[src/rtl/axis_rr_arbiter.sv]
// axis_rr_arbiter: packet-level round-robin AXI-Stream mux sharing one master among N_PORTS slaves.
module axis_rr_arbiter #(
    parameter int N_PORTS = 4,
    parameter int DATA_W  = 32
) (
    input  logic                         aclk,
    input  logic                         aresetn,
    input  logic [N_PORTS*DATA_W-1:0]    s_tdata,
    input  logic [N_PORTS-1:0]           s_tvalid,
    input  logic [N_PORTS-1:0]           s_tlast,
    output logic [N_PORTS-1:0]           s_tready,
    output logic [DATA_W-1:0]            m_tdata,
    output logic                         m_tvalid,
    output logic                         m_tlast,
    input  logic                         m_tready,
    output logic [$clog2(N_PORTS)-1:0]   m_tid
);
    localparam int ID_W = $clog2(N_PORTS);
    typedef enum logic {IDLE, BUSY} state_t;
    state_t          r_state;
    logic [ID_W-1:0] r_grant;
    logic [ID_W-1:0] r_last_grant;
    logic [ID_W-1:0] w_pick;
    logic [ID_W-1:0] w_idx;
    logic            w_act;
    // Walk the rotation from farthest to nearest so the port closest after last_grant wins.
    always_comb begin
        w_pick = '0;
        w_idx  = '0;
        for (int k = N_PORTS; k >= 1; k--) begin
            w_idx = ID_W'((int'(r_last_grant) + k) % N_PORTS);
            if (s_tvalid[w_idx]) w_pick = w_idx;
        end
    end
    // Gating with aresetn keeps any beat from completing while reset is held.
    assign w_act    = aresetn && (r_state == BUSY);
    assign m_tvalid = w_act && s_tvalid[r_grant];
    assign m_tlast  = w_act && s_tlast[r_grant];
    assign m_tdata  = w_act ? s_tdata[r_grant*DATA_W +: DATA_W] : '0;
    assign m_tid    = w_act ? r_grant : '0;
    assign s_tready = (w_act && m_tready) ? (N_PORTS'(1) << r_grant) : '0;
    always_ff @(posedge aclk) begin
        if (!aresetn) begin
            r_state      <= IDLE;
            r_grant      <= '0;
            r_last_grant <= ID_W'(N_PORTS - 1);
        end else if (r_state == IDLE) begin
            if (|s_tvalid) begin
                r_grant <= w_pick;
                r_state <= BUSY;
            end
        end else if (m_tvalid && m_tready && m_tlast) begin
            r_last_grant <= r_grant;
            r_state      <= IDLE;
        end
    end
endmodule

[config.mk]
export PLATFORM = sky130hd
export DESIGN_NAME = axis_rr_arbiter
export DESIGN_NICKNAME = d
export VERILOG_FILES = /design/src/rtl/axis_rr_arbiter.sv
export SDC_FILE = /design/constraint.sdc
export NUM_CORES = 1
export LEC_CHECK = 0
export CAP_MARGIN = 20
export CELL_PAD_IN_SITES_DETAIL_PLACEMENT = 2
export CELL_PAD_IN_SITES_GLOBAL_PLACEMENT = 2
export CORE_ASPECT_RATIO = 1.75
export CORE_UTILIZATION = 14
export CTS_CLUSTER_DIAMETER = 120
export CTS_CLUSTER_SIZE = 14
export DETAILED_ROUTE_END_ITERATION = 8
export GPL_ROUTABILITY_DRIVEN = 0
export PLACE_DENSITY = 0.92
export SLEW_MARGIN = 20
export SYNTH_ARGS = -nofsm -noshare
export SYNTH_HDL_FRONTEND = slang
export SYNTH_SLANG_ARGS = --single-unit
[constraint.sdc]
create_clock -name aclk -period 2.87 [get_ports aclk]
set_input_delay 0.574 -clock aclk [delete_from_list [all_inputs] [get_ports aclk]]
set_output_delay 0.574 -clock aclk [all_outputs]
set_load 0.02 [all_outputs]
* Word-level counts from Yosys, hierarchy flattened *
Index checks and enable logic that the tools add are counted.

word-level totals
  flip-flop bits (word level) = 5
  bits of input ports = 139
  output and inout bits = 40
  logic and storage cells = 46

operators by class
  add/subtract/negate cells = 4
  magnitude comparators = 5
  shift-type cells = 2
  multiplexer cells = 22
  bitwise gates (word level) = 1
  reductions and logical operators = 9

operator list
  cell                                                         count
  indexed part select 128 x 8 -> 32 bit                        1
  2-to-1 mux 32 bit                                            1
  less-than comparator 2 x 3 -> 1 bit (second input constant)  5
  binary-select mux 1 bit (select 2 bit)                       6
  2-to-1 mux 2 bit                                             5
  2-to-1 mux 1 bit                                             9
  logical AND 1 bit                                            6
  adder 2 x 1 -> 2 bit (second input constant)                 2
  adder 2 bit (second input constant)                          2
  2-to-1 mux 4 bit                                             1
  AND reduction 2 bit                                          2
  OR reduction 4 bit                                           1
  << shifter 1 x 2 -> 4 bit (first input constant)             1
  inverter 1 bit                                               1

* Depth between registers and ports, before layout *
Gate-level depths: netlist of the first run.

  word-level depth = 7
  mapped depth = 5
  gate-level depth less buffers = 4

* Worst setup path before layout of the first run *
No wires, ideal clock.

  path type = reg2out
  start point = register r_grant[0]
  end point = output port m_tdata[18]
  arrival time = 1.418 ns
  data required time = 2.296 ns
  setup slack = 0.878 ns
  cell stages (with the launch flop) = 6
  buffers on the path = 3
  cell sequence = dfxtp_1 buf_6 buf_12 buf_12 mux4_2 and3_1

on the way
  word-level cells in the longest chain between the ends = 2

ends and longest elaborated chain
  what                                   line  source
  from (decl)                            21    logic [ID_W-1:0] r_grant;
  from (signal assigned)                 49    r_grant <= w_pick;
  indexed part select 128 x 8 -> 32 bit  39    assign m_tdata = w_act ? s_tdata[r_grant*DATA_W +: DATA_W] : '0;
  2-to-1 mux 32 bit                      39
  to (decl)                              12    output logic [DATA_W-1:0] m_tdata,

Every way passes these cells.

* Worst setup path in the final report of the first run *
  start point = input port s_tlast[0]
  end point = output port m_tlast

on the way
  word-level cells in the longest chain between the ends = 3

ends and longest elaborated chain
  what                                    line  source
  from (decl)                             10    input logic [N_PORTS-1:0] s_tlast,
  binary-select mux 1 bit (select 2 bit)  38    assign m_tlast = w_act && s_tlast[r_grant];
  2-to-1 mux 1 bit (implied by the code)  38
  logical AND 1 bit                       38
  to (decl)                               14    output logic m_tlast,

Every way passes these cells. The select of a mux whose other input is x is not followed.

==> results of run 1 <==
==> synthesized netlist by cell type <==
cell type / number / area [um^2]
o21ai_0: 2 / 10.0
nand2_1: 4 / 15.0
nand3_1: 1 / 5.00
nor3_1: 1 / 5.00
mux2i_1: 2 / 20.0
o41ai_1: 1 / 8.76
a41oi_1: 1 / 8.76
buf_2: 3 / 15.0
nor4_1: 2 / 12.5
and3_1: 38 / 238
mux4_1: 8 / 210
buf_4: 1 / 7.51
nor2_1: 7 / 26.3
nor2b_1: 2 / 12.5
nand2b_1: 3 / 18.8
o21a_1: 1 / 7.51
buf_12: 2 / 40.0
buf_6: 1 / 11.3
nand3_2: 1 / 10.0
nor3b_1: 2 / 15.0
a21oi_1: 1 / 5.00
clkbuf_1: 8 / 30.0
dfxtp_1: 5 / 100
mux4_2: 26 / 586
buf_1: 2 / 7.51
and2_1: 1 / 6.26
==> cell type report <==
type                            count  area share [%]
Timing Repair Buffer              193            55.5
Clock buffer                        4            2.25
Tap cell                          125            4.46
Multi-Input combinational cell    104            34.8
Sequential cell                     5            2.93
==> final timing paths <==
kind | to | slack [ps] | cells past startpoint
worst min-delay path | r_last_grant[0]$_SDFFE_PN1P_ | 540 | 2
worst max-delay path | m_tlast | 60 | 4
worst min register to register | r_last_grant[0]$_SDFFE_PN1P_ | 540 | 2
worst max register to register | r_last_grant[0]$_SDFFE_PN1P_ | 1120 | 5
==> flip-flops by register name, summed over array words and instances (netlist names) <==
register	count
r_grant	2
r_last_grant	2
r_state	1
==> metal layers <==
metal / part of all wire [%] / up-vias
li1: - / 891
met1: 32 / 944
met2: 60 / 108
met3: 6.6 / 7
met4: 1.3 / 0
met5: 0 / -
==> power breakdown <==
group	leakage, nW	switching (mW)	internal (mW)
registers	0.0419	0.0111	0.0745
logic	1.31	0.170	0.352
clock network	0.0382	0.0511	0.185
==> stage by stage <==
stage	hold slack [ps]	worst slack [ps]
after detailed placement	517	-48.5
after global placement	494	-2.95
after CTS	536	6.93
final	539	65.0
after floorplan	460	878
after global routing	550	12.4
==> what timing repair did <==
item,in CTS,in global routing
setup endpoints to repair,1,18
resized for setup,1,5
hold buffers,0,0
==> worst max-delay path, cell delays in order <==
cell             delay, ps
clkdlybuf4s50_1        410
mux4_2                 500
and3_1                 200
clkdlybuf4s50_1        550
==> cell families (layout without fill, tap and decap cells) <==
kind of cell / after synthesis / count (layout) / synth area share, %
AOI/OAI and AO/OA: 6 / 6 / 2.80
buffers and inverters: 17 / 197 / 7.78
DFF: 5 / 5 / 6.99
muxes: 36 / 36 / 57.0
and+or+nand+nor: 62 / 62 / 25.4
==> impl_metrics.py, run 1 <==
metrics = {
    "floorplan": {
        "num_rows": 48,
        "initial_core_util_pct": 14.4,
        "io_pins": 179,
        "fp.dieW_um": 78.4,
        "coreArea_um2": 9910,
        "dieArea_um2": 10600,
        "die_h_um": 136,
    },
    "run_status": {
        "status": "finished clean",
    },
    "cts": {
        "clock_latency_ps": 230,
        "cts_tree": "yes",
        "clkSinkCount": 5,
        "numCtsBuffers": 3,
        "clkTransAtPathRegs_ps": 30,
        "cts_root_buf": "clkbuf_16",
        "clock_path_buffers": 2,
        "cts_setup_buffers": 0,
        "htree_num_levels": 1,
    },
    "final_layout": {
        "fillers": 1072,
        "most-common-layout-cells": "174 x clkdlybuf4s50_1, 38 x and3_1, 26 x mux4_2",
        "diodes": 0,
        "area.sequential_um2": 103,
        "layout_commonest_cell": "clkdlybuf4s50_1",
        "fin_area_um2": 3500,
        "fin_cells": 431,
        "multi_input_area_um2": 1220,
        "nets": 446,
        "fin_util_pct": 35.4,
        "drive_above_1_share_pct": 15.4,
        "area_delta_synth_final_pct": 145,
    },
    "critical_path": {
        "start_kind": "input port",
        "path_max_fanout": 2,
        "cp-end-kind": "primary output",
        "worstPathArrival_ps": 2230,
        "r2r_start": "r_grant[0]$_SDFFE_PN0P_",
        "worstPathRequired_ps": 2300,
        "crit_type": "in2out",
        "crit_start": "s_tlast[0]",
    },
    "synthesis": {
        "ys_seq_area_share_pct": 6.99,
        "yosys_warnings": 0,
        "syn_inst": 126,
        "syn_area_per_cell_um2": 11.4,
        "ys_ff_latch": 5,
        "syn-num-nets": 265,
        "syn-cell-area_um2": 1430,
        "yosysUniqueCellTypes": 26,
    },
    "sta": {
        "worst_clock_skew_ps": 2.14,
        "period_share_pct": 97.7,
        "worstMarginPinSlew_ps": 459,
        "timing.final.max_slew_violations": 0,
        "max_freq_ghz": 0.357,
        "fin_crit_ps": 2810,
        "finalHoldViolCount": 0,
        "setup_viol": 0,
        "maxSlewHeadroom_pct": 69.1,
        "grt_setup_unrepaired": "false",
        "setup_tns_ps": 0,
    },
    "global_routing": {
        "gr-total-overflow": 0,
        "grt_first_pass_wirelength_mm": 12.0,
        "top_usage_layer": "met2",
        "grtUsageMet3_pct": 3.23,
        "grtUsageTotal_pct": 14.9,
        "grt_start_max_net_pins": 33,
        "antenna_found_initial": 0,
        "grtUsageMet1_pct": 14.1,
        "use_met2_pct": 31.5,
        "grt_pass1_vias": 2274,
    },
    "drt": {
        "drc_errors": 0,
        "wl_per_cell_um": 19.1,
        "drt-initial-drc-count": 17,
        "wirelength_mm": 8.25,
        "num_vias": 1950,
        "drt-pass1-iter-count": 4,
        "detail-route-antenna-nets": 0,
        "vias_per_cell": 4.52,
    },
    "placed_design": {
        "placed_area_um2": 3410,
        "dpl.cell_count": 427,
        "numPortBuffers": 178,
        "dp_hpwl_mm": 6.97,
    },
    "power_and_ir_drop": {
        "power_mw": 0.844,
        "ir_drop_uv": 132,
        "p_leak_nw": 1.39,
        "power.density_nw_per_um2": 241,
    },
    "run": {
        "timing.max_cap.violations": 0,
    },
    "worst_hold_path": {
        "min_path_type": "reg2reg",
        "min_from": "r_last_grant[0]$_SDFFE_PN1P_",
    },
}
Note: power is estimated with default switching activity, not from simulation.
==> run 2, diff against run 1 <==
--- a/config.mk
+++ b/config.mk
@@ -15,6 +15,7 @@
 export DETAILED_ROUTE_END_ITERATION = 8
 export GPL_ROUTABILITY_DRIVEN = 0
 export PLACE_DENSITY = 0.92
+export SKIP_LAST_GASP = 1
 export SLEW_MARGIN = 20
 export SYNTH_ARGS = -nofsm -noshare
 export SYNTH_HDL_FRONTEND = slang
==> impl_metrics.py, run 2 (synthesis results as in run 1) <==
metrics = {
    "power_and_ir_drop": {
        "power_mw": 0.844,
        "ir_drop_uv": 132,
        "p_leak_nw": 1.38,
        "power.density_nw_per_um2": 241,
    },
    "worst_hold_path": {
        "min_path_type": "reg2reg",
    },
    "sta": {
        "timing.final.max_slew_violations": 0,
        "setup_viol": 0,
        "worstMarginPinSlew_ps": 459,
        "max_freq_ghz": 0.352,
        "finalHoldViolCount": 0,
        "period_share_pct": 99.0,
        "grt_setup_unrepaired": "true",
        "maxSlewHeadroom_pct": 69.1,
        "worst_clock_skew_ps": 2.14,
        "fin_crit_ps": 2840,
    },
    "final_layout": {
        "fillers": 1071,
        "most-common-layout-cells": "175 x clkdlybuf4s50_1, 38 x and3_1, 26 x mux4_2",
        "diodes": 0,
        "fin_cells": 431,
        "area_delta_synth_final_pct": 145,
        "top_regs": "r_grant (2), r_last_grant (2), r_state (1)",
        "drive_above_1_share_pct": 15.4,
        "fin_util_pct": 35.3,
        "nets": 446,
        "layout_commonest_cell": "clkdlybuf4s50_1",
    },
    "cts": {
        "cts_setup_buffers": 0,
        "cts_tree": "yes",
        "clock_latency_ps": 230,
        "cts_hold_buf": 0,
        "clkTransAtPathRegs_ps": 30,
        "clock_path_buffers": 2,
        "numCtsBuffers": 3,
        "clkSinkCount": 5,
        "htree_num_levels": 1,
        "cts_root_buf": "clkbuf_16",
    },
    "global_routing": {
        "gr-total-overflow": 0,
        "antenna_found_initial": 0,
        "grt_start_max_net_pins": 33,
        "grtUsageTotal_pct": 14.9,
        "grt_first_pass_wirelength_mm": 12.0,
        "grt_pass1_vias": 2274,
    },
    "critical_path": {
        "start_kind": "input port",
        "crit_type": "in2out",
        "crit_buf_inv": 2,
        "cp-end-kind": "primary output",
        "worstPathArrival_ps": 2270,
        "path_max_fanout": 5,
        "worstPathRequired_ps": 2300,
        "worst_path_largest_cell_delay_ps": 640,
        "crit_family": "buffers and inverters",
        "cpMaxStageDelayCell": "clkdlybuf4s50_1",
        "path_cells": "clkdlybuf4s50_1 -> and3_1 -> and3_1 -> clkdlybuf4s50_1",
    },
    "floorplan": {
        "dieArea_um2": 10600,
        "coreArea_um2": 9910,
        "initial_core_util_pct": 14.4,
        "num_rows": 48,
        "die_h_um": 136,
        "fp.dieW_um": 78.4,
        "io_pins": 179,
    },
    "drt": {
        "wl_per_cell_um": 19.1,
        "detail-route-antenna-nets": 0,
        "num_vias": 1950,
        "wirelength_mm": 8.25,
        "vias_per_cell": 4.52,
        "drt-initial-drc-count": 17,
        "drc_errors": 0,
        "drt-pass1-iter-count": 4,
    },
    "run": {
        "timing.max_cap.violations": 0,
    },
    "placed_design": {
        "dp_hpwl_mm": 6.97,
        "dpl.cell_count": 427,
        "numPortBuffers": 178,
    },
    "run_status": {
        "status": "finished clean",
    },
}
[run 2: changes by cell type in the layout (fill, tap and decap cells not counted), sizes merged]
cell           change
dlymetal6s2s       -1
clkdlybuf4s50      +1
[run 2: layout make-up]
class / instances / area [um^2] / share of cell area [%]
Timing Repair Buffer: 193 / 1940 / 55.5
Multi-Input combinational cell: 104 / 1220 / 34.8
Tap cell: 125 / 156 / 4.47
Sequential cell: 5 / 103 / 2.93
Clock buffer: 4 / 78.8 / 2.25
[run 2: routing by layer]
layer,share of wire [%],vias up,global-route usage [%]
li1,-,891,-
met3,6.6,7,3.23
met2,60,108,31.5
met1,32,944,14.1
met5,0,-,0
met4,1.3,0,2.78
[run 2: worst paths after layout]
check / from / to / slack, ps / cells past startpoint
min: r_last_grant[0]$_SDFFE_PN1P_ / r_last_grant[0]$_SDFFE_PN1P_ / 540 / 2
max reg2reg: r_grant[0]$_SDFFE_PN0P_ / r_last_grant[0]$_SDFFE_PN1P_ / 1120 / 5
min reg2reg: r_last_grant[0]$_SDFFE_PN1P_ / r_last_grant[0]$_SDFFE_PN1P_ / 540 / 2
max: aresetn / s_tready[3] / 30 / 4
[run 2: power by group]
part           switching [mW]  internal, mW  leakage (nW)
sequential             0.0111        0.0745        0.0419
combinational           0.170         0.352          1.30
clock                  0.0511         0.185        0.0382
total                   0.232         0.611          1.38
[run 2: metrics by stage]
step / worst slack [ps] / hold WS (ps) / cell area, um^2 / TNS, ps
final: 28.9 / 539 / 3500 / 0
after global routing: -26.7 / 550 / 3500 / -29.4
after CTS: 6.93 / 536 / 3490 / 0
after detailed placement: -48.5 / 517 / 3410 / -48.5
after global placement: -2.95 / 494 / 3410 / -2.95
after floorplan: 878 / 460 / 1430 / 0
[run 2: tightest hold or removal path, delay by kind of cell, from the launching register on]
family,cells,cell delay (ps)
flops,1,350
simple gates,1,70
mux,1,90
[run 2: repair_timing]
action,CTS,global route
setup endpoints to repair,1,18
gates cloned,0,0
resized for setup,1,4
==> variant 1, RTL diff (flow settings as in run 1) <==
Reset style: asynchronous (`aresetn`), changed in one clocked block.
--- a/src/rtl/axis_rr_arbiter.sv
+++ b/src/rtl/axis_rr_arbiter.sv
@@ -39,7 +39,7 @@
     assign m_tdata  = w_act ? s_tdata[r_grant*DATA_W +: DATA_W] : '0;
     assign m_tid    = w_act ? r_grant : '0;
     assign s_tready = (w_act && m_tready) ? (N_PORTS'(1) << r_grant) : '0;
-    always_ff @(posedge aclk) begin
+    always_ff @(posedge aclk or negedge aresetn) begin
         if (!aresetn) begin
             r_state      <= IDLE;
             r_grant      <= '0;
Formal check against the unedited RTL: no difference found for any inputs over 4 cycles, from zero or initial values and one cycle with aresetn low; that may be too few to reach the edited logic, so the function may still have changed.
==> variant 1 against run 1 <==
Final area decreased by 1.8%; clock skew decreased by 1.8 ps; wire length down 9.7%; critical endpoint is now m_tvalid; sequential cell count unchanged; utilization down 0.41 points; count of clock-buffer cells in the layout unchanged; global-route usage down 0.47 points; synthesized area decreased by 1.0%; setup slack better by 19 ps; worst hold slack better by 61 ps; cell count shrank 1.6%.
Power is not compared: it rests on default switching activity, and its combinational part moved more than twofold at a synthesized area within 25%.
==> variant 1: results <==
<?xml version="1.0" encoding="UTF-8"?>
<metrics>
  <group name="global_routing">
    <metric name="grt_resource_usage_total" unit="%">14.4</metric>
    <metric name="grt_use_met2" unit="%">31.5</metric>
    <metric name="wire_length_of_the_first_global_routing_pass" unit="mm">11.5</metric>
    <metric name="global_route.usage.met1" unit="%">13.1</metric>
    <metric name="via_count_of_the_first_global_routing_pass" unit="">2217</metric>
    <metric name="grt_max_degree" unit="">26</metric>
    <metric name="met3_usage" unit="%">2.84</metric>
  </group>
  <group name="worst_setup_path">
    <metric name="reg2reg_from" unit="">r_grant[0]</metric>
    <metric name="worst_ep_arrival_time" unit="ps">2210</metric>
    <metric name="cp_max_fo" unit="">3</metric>
    <metric name="worstSetupStartpoint" unit="">s_tvalid[3]</metric>
  </group>
  <group name="routing">
    <metric name="dr_wl_met2" unit="mm">4.51</metric>
    <metric name="wl_met1" unit="mm">2.34</metric>
    <metric name="met3_length" unit="um">543</metric>
    <metric name="avgRoutedWirePerCell" unit="um">17.6</metric>
    <metric name="route.final.wire_length" unit="mm">7.45</metric>
    <metric name="first_iter_violations" unit="">22</metric>
  </group>
  <group name="place">
    <metric name="dp.cells" unit="">420</metric>
    <metric name="setup_slack_after_placement" unit="ps">-85.7</metric>
    <metric name="dp_hpwl" unit="mm">6.35</metric>
    <metric name="cell_area_after_placement" unit="mm2">0.00337</metric>
  </group>
  <group name="logic_synthesis">
    <metric name="seq_area_frac_synth" unit="%">9.01</metric>
    <metric name="proportion_of_synthesized_area_in_mux_cells" unit="%">55.7</metric>
    <metric name="synth_ff_type" unit="">sky130_fd_sc_hd__dfrtp_1</metric>
    <metric name="synth-async-reset-ratio" unit="%">100</metric>
    <metric name="synth_area_leaders" unit="">sky130_fd_sc_hd__mux4_2 54%, sky130_fd_sc_hd__and2_1 15%, sky130_fd_sc_hd__dfrtp_1 5.3%, sky130_fd_sc_hd__buf_12 4.2%, sky130_fd_sc_hd__dfstp_2 3.7%</metric>
    <metric name="synth_commonest_cells" unit="">35 x sky130_fd_sc_hd__and2_1, 34 x sky130_fd_sc_hd__mux4_2, 7 x sky130_fd_sc_hd__nor2_1, 5 x sky130_fd_sc_hd__buf_2</metric>
    <metric name="post_synth_inst_count" unit="">119</metric>
  </group>
  <group name="clock_network">
    <metric name="clock-root-buffer" unit="">sky130_fd_sc_hd__clkbuf_16</metric>
  </group>
  <group name="final_layout">
    <metric name="drive_gt1_share" unit="%">18.1</metric>
  </group>
  <group name="hold_path">
    <metric name="worstHoldStart" unit="">r_last_grant[1]</metric>
  </group>
  <group name="timing">
    <metric name="fin_skew" unit="ps">0.370</metric>
    <metric name="whs" unit="ps">599</metric>
  </group>
  <group name="outcome">
    <metric name="status" unit="">complete, no violations</metric>
  </group>
</metrics>
## variant 1: changes by cell type after synthesis, sizes merged, moves of 3 or more
cell | before | now
nand2 | 4 | 1
dfrtp | 0 | 3
and2 | 1 | 35
and3 | 38 | 2
clkbuf | 8 | 3
dfxtp | 5 | 0
## variant 1: worst paths after layout
| kind | end | cells past startpoint |
|---|---|---|
| min reg2reg | r_grant[1] | 2 |
| max in group asynchronous | r_last_grant[0] | 2 |
| max reg2reg | r_last_grant[1] | 4 |
| min in group asynchronous | r_state | 2 |
| min | r_grant[1] | 2 |
| max | m_tvalid | 4 |
## variant 1: critical path: stages
cell and delay [ps]:
sky130_fd_sc_hd__clkdlybuf4s50_1 420, sky130_fd_sc_hd__mux4_2 510, sky130_fd_sc_hd__and2_1 180, sky130_fd_sc_hd__clkdlybuf4s50_1 530
## variant 1: cells by family after synthesis
| family | after synthesis |
|---|---|
| muxes | 36 |
| and+or+nand+nor | 56 |
| AOI/OAI and AO/OA | 8 |
| DFF | 5 |
| buffers and inverters | 14 |
## variant 1: power by group through the flow
stage | combinational (mW) | sequential, mW | clock (mW)
3_3_place_gp | 1.74 | 0.173 | 0
4_1_cts | 1.79 | 0.174 | 0.244
3_5_place_dp | 1.79 | 0.174 | 0
5_1_grt | 1.88 | 0.184 | 0.246
6_report | 1.75 | 0.172 | 0.239
2_1_floorplan | 1.13 | 0.138 | 0
## variant 1: area by class of cell
cell class              instances  area (um2)
inverters                       1        3.75
well taps                     125         156
fillers                      1075        6410
clock buffers                   4        78.8
multi-input cells             100        1170
repair buffers                189        1900
flip-flops and latches          5         130
## variant 1: repair_timing
item                       CTS  global route
buffers inserted             0             0
setup endpoints to repair   12            27
resized for setup            7             1
==> variant 2, RTL diff (config.mk and constraints of run 1) <==
Made on the original files. `N_PORTS`: 4 -> 2.
--- a/src/rtl/axis_rr_arbiter.sv
+++ b/src/rtl/axis_rr_arbiter.sv
@@ -1,6 +1,6 @@
 // axis_rr_arbiter: packet-level round-robin AXI-Stream mux sharing one master among N_PORTS slaves.
 module axis_rr_arbiter #(
-    parameter int N_PORTS = 4,
+    parameter int N_PORTS = 2,
     parameter int DATA_W  = 32
 ) (
     input  logic                         aclk,
Ports: changed (5 resized); port bits go from 179 to 108. No check against the original RTL was run, so the function may have changed too.
==> variant 2 against run 1 <==
Setup slack improved by 110 ps; largest cell class unchanged; final area shrank 47%; sequential cell count is 2 lower; sequential power shrank 41%; sequential share of layout area increased by 0.34 points; total power is 49% lower; utilization up 2.6 points; clock power decreased by 47%; wire length down 52%; clock skew grew 2.3 ps; synthesized area shrank 50%; critical path type unchanged; critical path depth is 1 higher; fmax is 4.1% higher; highest routed layer unchanged.
==> variant 2: results <==
<?xml version="1.0" encoding="UTF-8"?>
<metrics>
  <group name="logic_synthesis">
    <metric name="synth_cell_type_count" unit="">22</metric>
    <metric name="syn-mean-instance-area" unit="um2">7.44</metric>
    <metric name="synthesis.nets" unit="">167</metric>
    <metric name="synth_area_leaders" unit="">sky130_fd_sc_hd__mux2i_1 48%, sky130_fd_sc_hd__nor2_1 18%, sky130_fd_sc_hd__dfxtp_1 8.4%, sky130_fd_sc_hd__buf_12 2.8%, sky130_fd_sc_hd__buf_2 2.1%</metric>
    <metric name="synth_commonest_cells" unit="">35 x sky130_fd_sc_hd__nor2_1, 34 x sky130_fd_sc_hd__mux2i_1, 3 x sky130_fd_sc_hd__buf_2, 3 x sky130_fd_sc_hd__dfxtp_1, 3 x sky130_fd_sc_hd__inv_1</metric>
    <metric name="seq_area_frac_synth" unit="%">8.41</metric>
  </group>
  <group name="worst_setup_path">
    <metric name="worst_ep_arrival_time" unit="ps">2120</metric>
    <metric name="worstSetupStartpoint" unit="">aresetn</metric>
    <metric name="cp_max_fo" unit="">22</metric>
  </group>
  <group name="clock_network">
    <metric name="cts.repair.resized" unit="">0</metric>
    <metric name="clock-root-buffer" unit="">sky130_fd_sc_hd__clkbuf_8</metric>
  </group>
  <group name="global_routing">
    <metric name="grt_resource_usage_total" unit="%">14.0</metric>
    <metric name="wire_length_of_the_first_global_routing_pass" unit="mm">5.81</metric>
    <metric name="via_count_of_the_first_global_routing_pass" unit="">1217</metric>
  </group>
  <group name="place">
    <metric name="numPortBuffers" unit="">107</metric>
    <metric name="dp.cells" unit="">254</metric>
    <metric name="cell_area_after_placement" unit="mm2">0.00183</metric>
    <metric name="dp_hpwl" unit="mm">3.39</metric>
  </group>
  <group name="timing">
    <metric name="fin_skew" unit="ps">4.46</metric>
    <metric name="tightestPinTransition" unit="ps">269</metric>
  </group>
  <group name="pwr">
    <metric name="vdd_drop_max" unit="uV">199</metric>
    <metric name="switchingPower" unit="mW">0.132</metric>
    <metric name="p_leak" unit="nW">0.669</metric>
  </group>
  <group name="final_layout">
    <metric name="largest_registers" unit="">r_grant x1, r_last_grant x1, r_state x1</metric>
    <metric name="drive_gt1_share" unit="%">5.88</metric>
    <metric name="nNetsFinal" unit="">276</metric>
  </group>
  <group name="routing">
    <metric name="route.final.wire_length" unit="mm">3.94</metric>
    <metric name="vias" unit="">1141</metric>
    <metric name="avgViaCountPerCell" unit="">4.42</metric>
    <metric name="first_iter_violations" unit="">16</metric>
  </group>
  <group name="outcome">
    <metric name="status" unit="">complete, no violations</metric>
  </group>
  <group name="hold_path">
    <metric name="worstHoldStart" unit="">r_last_grant</metric>
  </group>
</metrics>
## variant 2: kinds of logic after synthesis
| family | Yosys count | synth area share (%) |
|---|---|---|
| buf+inv | 11 | 12.3 |
| simple gates | 42 | 25.4 |
| mux | 34 | 47.6 |
| compound gates | 6 | 6.31 |
| flops | 3 | 8.41 |
## variant 2: final cells by class
| cell class | instances | area (um2) |
|---|---|---|
| clock buffers | 4 | 45.0 |
| well taps | 54 | 67.6 |
| repair buffers | 112 | 1120 |
| multi-input cells | 82 | 567 |
| inverters | 3 | 11.3 |
| flip-flops and latches | 3 | 61.3 |
| fillers | 571 | 3060 |
## variant 2: worst paths after layout
kind	endpoint	slack, ps	depth (start not counted)
min reg2reg	r_last_grant	530	2
max	m_tdata[24]	180	5
min	r_last_grant	530	2
max reg2reg	r_last_grant	1580	4
## variant 2: layer usage
metal	wire length [um]	part of all wire (%)	global-route usage [%]	vias to the layer above
met1	1110	28	10.8	539
li1	-	-	-	547
met4	61	1.5	4.88	0
met3	185	4.7	2.53	4
met2	2590	66	32.3	51
met5	0	0	0	-
## variant 2: power by group through the flow
stage / logic [mW] / clock network (mW) / registers (mW)
finish: 0.254 / 0.125 / 0.0504
global route: 0.274 / 0.136 / 0.0512
CTS: 0.260 / 0.132 / 0.0507
detailed placement: 0.259 / 0 / 0.0512
global placement: 0.253 / 0 / 0.0508
floorplan: 0.107 / 0 / 0.0469
## variant 2: critical path, stage by stage
cell and delay (ps):
sky130_fd_sc_hd__clkdlybuf4s50_1 490, sky130_fd_sc_hd__nand2_2 80, sky130_fd_sc_hd__buf_4 220, sky130_fd_sc_hd__nor2_1 130, sky130_fd_sc_hd__clkdlybuf4s50_1 620
## variant 2: metrics by stage
| step | worst slack [ps] | hold WS, ps |
|---|---|---|
| after floorplan | 1090 | 476 |
| after detailed placement | 159 | 509 |
| final | 177 | 529 |
| after CTS | 152 | 537 |
| after global routing | 75.9 | 549 |
| after global placement | 173 | 500 |
